<file path="src/rtl/pe_seq_ctrl.sv">
// Sequencer for one dot-product PE: walks the neuron/weight buffers chunk by chunk,
// drives the PE vld/ctl pipeline and collects one indexed result per output.
//
// state   | meaning
// S_IDLE  | waiting for start; cfg is latched on the start edge
// S_RUN   | issuing one buffer read per non-stalled cycle
// S_DRAIN | all reads issued, waiting for the remaining PE results
// S_DONE  | one-cycle done pulse, then back to idle
module pe_seq_ctrl #(
  parameter int ADDR_W = 10,
  parameter int LEN_W  = 8,
  parameter int CNT_W  = 8,
  parameter int RD_LAT = 1
) (
  input  logic              clk,
  input  logic              rst,
  input  logic              start,
  input  logic [LEN_W-1:0]  cfg_vec_len,
  input  logic [CNT_W-1:0]  cfg_num_out,
  input  logic [ADDR_W-1:0] cfg_nbuf_base,
  input  logic [ADDR_W-1:0] cfg_wbuf_base,
  input  logic              stall,
  output logic              busy,
  output logic              done,
  output logic              nbuf_rd_en,
  output logic [ADDR_W-1:0] nbuf_addr,
  output logic              wbuf_rd_en,
  output logic [ADDR_W-1:0] wbuf_addr,
  output logic              pe_vld_i,
  output logic [1:0]        pe_ctl,
  input  logic              pe_vld_o,
  input  logic [31:0]       pe_result,
  output logic              res_vld,
  output logic [31:0]       res_data,
  output logic [CNT_W-1:0]  res_idx
);

  typedef enum logic [1:0] {S_IDLE, S_RUN, S_DRAIN, S_DONE} state_t;

  state_t            state;
  logic [LEN_W-1:0]  len_q;
  logic [CNT_W-1:0]  num_q;
  logic [ADDR_W-1:0] nbase_q;
  logic [LEN_W-1:0]  k;
  logic [CNT_W-1:0]  j;
  logic              issue;
  logic              k_first;
  logic              k_last;
  logic              j_last;
  logic              res_last;
  logic [2:0]        pipe [RD_LAT];

  assign issue      = (state == S_RUN) && !stall;
  assign k_first    = (k == '0);
  assign k_last     = (k == len_q - LEN_W'(1));
  assign j_last     = (j == num_q - CNT_W'(1));
  assign res_last   = (res_idx == num_q - CNT_W'(1));
  assign nbuf_rd_en = issue;
  assign wbuf_rd_en = issue;
  assign busy       = (state == S_RUN) || (state == S_DRAIN);
  assign done       = (state == S_DONE);

  // Weight address is a running counter: wbuf_base + j*L + k without a multiplier.
  always_ff @(posedge clk) begin
    if (rst) begin
      state     <= S_IDLE;
      len_q     <= '0;
      num_q     <= '0;
      nbase_q   <= '0;
      k         <= '0;
      j         <= '0;
      nbuf_addr <= '0;
      wbuf_addr <= '0;
    end else begin
      case (state)
        S_IDLE: begin
          if (start) begin
            len_q     <= cfg_vec_len;
            num_q     <= cfg_num_out;
            nbase_q   <= cfg_nbuf_base;
            k         <= '0;
            j         <= '0;
            nbuf_addr <= cfg_nbuf_base;
            wbuf_addr <= cfg_wbuf_base;
            state     <= (cfg_vec_len == '0 || cfg_num_out == '0) ? S_DONE : S_RUN;
          end
        end
        S_RUN: begin
          if (!stall) begin
            wbuf_addr <= wbuf_addr + ADDR_W'(1);
            if (k_last) begin
              k         <= '0;
              nbuf_addr <= nbase_q;
              j         <= j + CNT_W'(1);
              if (j_last) state <= S_DRAIN;
            end else begin
              k         <= k + LEN_W'(1);
              nbuf_addr <= nbuf_addr + ADDR_W'(1);
            end
          end
        end
        S_DRAIN: begin
          if (res_vld && res_last) state <= S_DONE;
        end
        default: state <= S_IDLE;
      endcase
    end
  end

  // Control travels alongside the read so it lines up with the returning operands.
  always_ff @(posedge clk) begin
    if (rst) begin
      for (int i = 0; i < RD_LAT; i++) pipe[i] <= '0;
    end else begin
      pipe[0] <= {issue, issue & k_last, issue & k_first};
      for (int i = 1; i < RD_LAT; i++) pipe[i] <= pipe[i-1];
    end
  end

  assign pe_vld_i = pipe[RD_LAT-1][2];
  assign pe_ctl   = pipe[RD_LAT-1][1:0];

  always_ff @(posedge clk) begin
    if (rst) begin
      res_vld  <= 1'b0;
      res_data <= '0;
      res_idx  <= '0;
    end else begin
      res_vld  <= pe_vld_o;
      res_data <= pe_result;
      if (state == S_IDLE && start) begin
        res_idx <= '0;
      end else if (res_vld) begin
        res_idx <= (state == S_DRAIN && res_last) ? '0 : res_idx + CNT_W'(1);
      end
    end
  end

endmodule

</file>
<file path="config.mk">
export PLATFORM = sky130hd
export DESIGN_NAME = pe_seq_ctrl
export DESIGN_NICKNAME = d
export VERILOG_FILES = /design/src/rtl/pe_seq_ctrl.sv
export SDC_FILE = /design/constraint.sdc
export NUM_CORES = 1
export LEC_CHECK = 0
export ABC_CLOCK_PERIOD_IN_PS = 6600
export BUFFER_PORTS_ARGS = -buffer_cell sky130_fd_sc_hd__clkbuf_2
export CAP_MARGIN = 20
export CORE_MARGIN = 2
export CORE_UTILIZATION = 45
export CTS_BUF_LIST = sky130_fd_sc_hd__clkbuf_8
export CTS_CLUSTER_DIAMETER = 200
export CTS_CLUSTER_SIZE = 40
export DETAILED_ROUTE_END_ITERATION = 8
export GPL_ROUTABILITY_DRIVEN = 0
export GPL_TIMING_DRIVEN = 0
export HOLD_SLACK_MARGIN = 0.03
export PLACE_DENSITY = 0.7
export SLEW_MARGIN = 5
export SYNTH_ARGS = -nofsm -noshare
export SYNTH_HDL_FRONTEND = slang
export SYNTH_SLANG_ARGS = --single-unit
</file>
<file path="constraint.sdc">
create_clock -name clk -period 6.6 [get_ports clk]
set_input_delay 0 -clock clk [delete_from_list [all_inputs] [get_ports clk]]
set_output_delay 0 -clock clk [all_outputs]
set_load 0.005 [all_outputs]
</file>
==> results of run 1 <==
[layout make-up]
type	instances	area, µm²	share of cell area, %
Multi-Input combinational cell	458	2860	40.7
Timing Repair Buffer	207	1380	19.6
Clock inverter	7	85.1	1.21
Clock buffer	9	124	1.76
Buffer	40	173	2.46
Sequential cell	108	2160	30.8
Inverter	16	60.1	0.856
Tap cell	143	179	2.55
[synth_stat cells, types with 3 or more instances]
master     instances  area share, %
dfxtp_1          108             41
nand2_1           98            7.0
a21oi_1           52            5.0
nor2_1            47            3.4
nor2b_1           38            4.5
xnor2_1           33            5.5
clkbuf_1          30            2.1
xor2_1            16            2.7
inv_1             15            1.1
nand3_1           13            1.2
ha_1              12            2.9
nand4_1           12            1.4
o21ai_0           11            1.0
a211oi_1          10            1.4
nor3_1             9           0.86
nor4_1             9            1.1
nand2b_1           8           0.95
mux2i_1            7            1.3
a31oi_1            6           0.71
nand3b_1           6           0.86
a211oi_2           4           0.95
a21o_1             4           0.57
a311oi_1           4           0.67
and2_1             4           0.48
buf_1              4           0.29
nor4b_1            4           0.67
o2bb2ai_1          4           0.67
a22oi_1            3           0.43
buf_2              3           0.29
o211ai_1           3           0.43
o21ai_1            3           0.29
o31ai_1            3           0.43
[critical path: stages, from the launching register on]
cell,delay (ps)
dfxtp_1,410
inv_1,90
ha_1,180
clkbuf_1,250
a21oi_1,420
o21a_1,250
clkbuf_1,420
clkbuf_1,450
a22oi_1,170
nor2_1,100
[power groups by stage]
| stage | Combinational [mW] | Clock (mW) | Sequential (mW) |
|---|---|---|---|
| final | 0.859 | 0.410 | 0.850 |
| after detailed placement | 0.822 | 0 | 0.862 |
| after global placement | 0.797 | 0 | 0.856 |
| after global routing | 0.954 | 0.445 | 0.865 |
| after CTS | 0.857 | 0.420 | 0.847 |
| after floorplan | 0.565 | 0 | 0.844 |
[flip-flops by register name (all words and copies together) (netlist names)]
| register | cells |
|---|---|
| res_data | 32 |
| nbase_q | 10 |
| nbuf_addr | 10 |
| wbuf_addr | 10 |
| j | 8 |
| k | 8 |
| len_q | 8 |
| num_q | 8 |
| res_idx | 8 |
| pipe | 3 |
| state | 2 |
| res_vld | 1 |
[worst min path at each step]
stage	depth (start not counted)	from	slack [ps]	end
after floorplan	1	stall	30	nbuf_rd_en
after global placement	2	pe_result[0]	210	res_data[0]
after detailed placement	2	pe_result[22]	210	res_data[22]
after CTS	4	cfg_wbuf_base[8]	60	wbuf_addr[8]
after global routing	4	cfg_wbuf_base[8]	100	wbuf_addr[8]
final	4	cfg_wbuf_base[8]	80	wbuf_addr[8]
[cell families after synthesis]
kind of cell / Yosys count
simple gates: 264
compound gates: 126
flops: 108
buf+inv: 56
xor+xnor: 49
fa+ha+maj: 12
mux: 7
[routing by layer]
layer | share of wire [%] | up-vias | routed length [µm] | track usage, %
li1 | - | 2577 | - | -
met2 | 51 | 151 | 7630 | 42.5
met4 | 2.2 | 0 | 325 | 7.72
met3 | 5.1 | 29 | 763 | 4.21
met5 | 0 | - | 0 | 0
met1 | 42 | 2473 | 6350 | 29.7
==> out/metrics.csv, run 1 <==
metric,value,unit
synth_edf_count,0,
fin_util,61.5,%
synthSimpleGateAreaFrac,25.0,%
path_class,reg2reg,
finalSetupViolations,0,
p_sw,0.871,mW
ys_seq_area_share,41.1,%
worstRegToRegCells,9,
layout.nets,925,
portBuffers,139,
async_reset_ff_share,0,%
synth-main-ff-cell,dfxtp_1,
grt_max_degree,22,
r2r_slack,3810,ps
area_growth_syn_to_layout,33.6,%
drtIter0Drc,314,
layout_common_cells,"139 x clkbuf_2, 108 x dfxtp_1, 98 x nand2_1",
skew,10.3,ps
critPathLaunch,state[1],
holdBufCountCts,68,
die_x,112,µm
period_share,42.3,%
grt.total_usage,24.0,%
place_ws,3840,ps
layout_commonest_cell,clkbuf_2,
r2r_start,state[1],
synth.distinct_cells,61,
netlist_instances,622,
cts_root_buf,clkbuf_8,
post_cts_resized,0,
syn_nets,707,
setup_tns,0,ps
fin_cells,988,
synth_top_family_by_area,simple AND/OR/NAND/NOR gates,
fmax,358,MHz
vias,5230,
core_area,11400,µm²
muxShareOfSynthArea,1.33,%
io_pins,141,
clk_path_buf_depth,2,
rows,39,
wl_per_cell,15.3,µm
arrival,3120,ps
path_max_fanout,10,
drive_gt1_share,21.3,%
synth-compound-area-share,17.0,%
grt_first_pass_wirelength,24.6,mm
grt_pass1_vias,5252,
maxSlewViolCount,0,
dp_hpwl,10.5,mm
netlist_area,5260,µm²
avgSynthCellArea,8.45,µm²
yosys_warnings,0,
ys_ff_latch,108,
hold_slack,81.0,ps
cts.clk_slew.worst_paths,120,ps
final_area,7020,µm²
synth-xor-area-share,8.17,%
setup_ws,3810,ps
grt_overflow_total,0,
worst_pin_slew,612,ps
place_area,6130,µm²
pwr-share-seq,40.1,%
htree_levels,3,
power.density,302,nW/µm²
period_needed,2790,ps
p_clk_share,19.4,%
vdd_drop_max,165,µV
detail-route-antenna-nets,0,
placed_cells,904,
crit_path_end,wbuf_addr[9],
synth_fa_ha_area_share,2.86,%
dieArea,12600,µm²
worst_setup_path_start_kind,flop,
drc,0,
hp-class,in2reg,
antenna_cells,0,
r2r_end,wbuf_addr[9],
cts_tree,built,
die_h,112,µm
numCtsBuffers,9,
finalPower,2.12,mW
first_pass_iters,5,
wl,15.1,mm
initial_utilization,46.0,%
final_hold_viol_count,0,
p_sw_share,41.1,%
via_per_inst,5.29,
clock_latency,390,ps
intPower,1.25,mW
cp-end-kind,flop,
fillerInstances,1009,
cap_violations,0,
rsz0062_at_grt,no,
pwr-share-comb,40.5,%
status,finished clean,
cts_setup_buffers,0,
leakagePower,2.81,nW
antenna_found_initial,0,
cts_sinks,108,
required,6930,ps
slew_headroom,58.9,%
Note: power is estimated with default switching activity, not from simulation.
==> run 2, diff against run 1 <==
--- a/config.mk
+++ b/config.mk
@@ -5,7 +5,7 @@
 export SDC_FILE = /design/constraint.sdc
 export NUM_CORES = 1
 export LEC_CHECK = 0
-export ABC_CLOCK_PERIOD_IN_PS = 6600
+export ABC_CLOCK_PERIOD_IN_PS = 2480
 export BUFFER_PORTS_ARGS = -buffer_cell sky130_fd_sc_hd__clkbuf_2
 export CAP_MARGIN = 20
 export CORE_MARGIN = 2
@@ -17,7 +17,7 @@
 export GPL_ROUTABILITY_DRIVEN = 0
 export GPL_TIMING_DRIVEN = 0
 export HOLD_SLACK_MARGIN = 0.03
-export PLACE_DENSITY = 0.7
+export PLACE_DENSITY = 0.73
 export SLEW_MARGIN = 5
 export SYNTH_ARGS = -nofsm -noshare
 export SYNTH_HDL_FRONTEND = slang
==> constraint.sdc (replaced) <==
create_clock -name clk -period 2.48 [get_ports clk]
set_input_delay 0 -clock clk [delete_from_list [all_inputs] [get_ports clk]]
set_output_delay 0 -clock clk [all_outputs]
set_load 0.005 [all_outputs]
==> out/metrics.csv, run 2 (same netlist as run 1, synthesis figures left out) <==
metric,value,unit,change
die_h,112,µm,unchanged
wl,15.7,mm,+4.2%
period_needed,2380,ps,-416 ps
r2r_end,nbuf_addr[4],,
crit_chain,inv_2 -> ha_2 -> nor3b_4 -> mux2i_1 -> o22ai_2 -> o2111ai_4 -> and2_1 -> clkbuf_4 -> a211oi_1 -> nor4_1,,
arrival,2670,ps,-450 ps
cts_sinks,108,,unchanged
r2r_start,len_q[0],,
slowest_stage,dfxtp_4,,
layout.nets,930,,+0.54%
via_per_inst,5.31,,+0.37%
core_area,11400,µm²,unchanged
wl_per_cell,15.8,µm,+3.7%
r2r_slack,100,ps,-3700 ps
drc,0,,unchanged
largest_register_ffs,32,,unchanged
cts_tree,built,,
drtIter0Drc,286,,-8.9%
grt_pass1_vias,5261,,+0.17%
clk_path_buf_depth,2,,unchanged
fmax,421,MHz,+18%
rsz0062_at_grt,yes,,
placed_cells,904,,unchanged
leakagePower,2.91,nW,+3.4%
whs_path_depth,4,,unchanged
dieArea,12600,µm²,unchanged
initial_utilization,46.0,%,unchanged
numCtsBuffers,9,,unchanged
required,2780,ps,-4150 ps
drive_gt1_share,24.7,%,+3.4 points
period_share,95.8,%,+53 points
grt.total_usage,24.6,%,+0.62 points
rows,39,,unchanged
grt_first_pass_wirelength,24.9,mm,+1.1%
cap_violations,0,,unchanged
vdd_drop_max,433,µV,+160%
area_growth_syn_to_layout,36.6,%,
power.density,807,nW/µm²,+170%
grt_overflow_total,0,,unchanged
cts.clk_slew.worst_paths,120,ps,about the same
grt_max_degree,22,,unchanged
io_pins,141,,unchanged
worst_setup_path_start_kind,flop,,
htree_levels,3,,unchanged
worst_pin_slew,699,ps,+86.2 ps
detail-route-antenna-nets,0,,unchanged
vias,5276,,+0.88%
finalSetupViolations,0,,unchanged
skew,17.7,ps,+7.35 ps
hp-start,cfg_wbuf_base[4],,
slew_headroom,53.4,%,-5.5 points
hp-class,in2reg,,
die_x,112,µm,unchanged
path_max_fanout,8,,-2
layout_common_cells,"146 x clkbuf_2, 105 x dfxtp_1, 98 x nand2_1",,
status,finished clean,,
first_pass_iters,5,,unchanged
antenna_found_initial,0,,unchanged
clock_latency,400,ps,about the same
dp_hpwl,10.6,mm,+0.64%
maxSlewViolCount,0,,unchanged
fillerInstances,989,,-2.0%
antenna_cells,0,,unchanged
largest-register,res_data,,
path_class,reg2reg,,
fin_cells,993,,+0.51%
final_hold_viol_count,0,,unchanged
holdPathEnd,wbuf_addr[4],,
worstRegToRegCells,10,,+1
layout_commonest_cell,clkbuf_2,,
cp-end-kind,flop,,
cts_root_buf,clkbuf_8,,
critPathMaxStageDelay,380,ps,-70 ps
portBuffers,139,,unchanged
finalPower,5.79,mW,+170%
## run 2: cell count changes in the layout (fill, tap and decap cells not counted), sizes merged
cell | previous run | this run
clkinvlp | 1 | 0
clkinv | 5 | 3
clkbuf | 178 | 177
inv | 17 | 20
buf | 10 | 15
dlygate4sd3 | 68 | 69
## run 2: how the worst max path moves through the flow
stage,startpoint,end,slack (ps)
after CTS,num_q[0],res_idx[7],8
after floorplan,num_q[0],res_idx[4],200
after global placement,state[1],wbuf_addr[9],-240
after detailed placement,state[1],wbuf_addr[9],-290
final,len_q[0],nbuf_addr[4],100
after global routing,len_q[0],nbuf_addr[4],-90
## run 2: critical path: cells and delay by family (launching register included)
kind	cells	cell delay, ps
AOI/OAI and AO/OA	3	560
adders and majority gates	1	170
buffers and inverters	2	230
DFF	1	380
muxes	1	240
and+or+nand+nor	3	710
## run 2: area by class of cell
cell class / count / area, µm² / share of cell area [%]
clock buffers: 9 / 124 / 1.73
flip-flops and latches: 108 / 2170 / 30.2
multi-input cells: 458 / 2930 / 40.8
inverters: 16 / 60.1 / 0.837
clock inverters: 7 / 78.8 / 1.10
repair buffers: 216 / 1460 / 20.4
plain buffers: 36 / 174 / 2.42
well taps: 143 / 179 / 2.49
## run 2: metal layers
layer | global-route usage (%) | routed length (µm)
met3 | 4.32 | 779
met2 | 43.1 | 7980
met5 | 0 | 0
met1 | 29.9 | 6520
met4 | 10.2 | 418
## run 2: repair_timing
item | 4_1_cts | 5_1_grt
hold buffers | 69 | 0
pin swaps | 0 | 6
endpoints found under the setup margin | 37 | 46
hold endpoints to repair | 78 | 0
resized for setup | 9 | 21
buffers inserted | 0 | 7
gates cloned | 0 | 1
## run 2: where the power goes
part / internal, mW / leakage (nW) / switching, mW / total (mW)
logic: 0.998 / 1.91 / 1.41 / 2.41
registers: 1.99 / 0.889 / 0.297 / 2.29
clock network: 0.402 / 0.102 / 0.697 / 1.10
## run 2: through the flow
step / worst slack (ps) / cell area (µm²) / TNS (ps) / utilization (%) / hold slack (ps)
floorplan: 199 / 5260 / 0 / - / 34.3
CTS: 8.26 / 7050 / 0 / 61.7 / 69.2
detailed placement: -294 / 6130 / -4480 / 53.7 / 212
finish: 104 / 7180 / 0 / 62.9 / 73.9
global placement: -245 / 6130 / -3040 / 53.7 / 209
global route: -87.5 / 7180 / -140 / 62.9 / 117
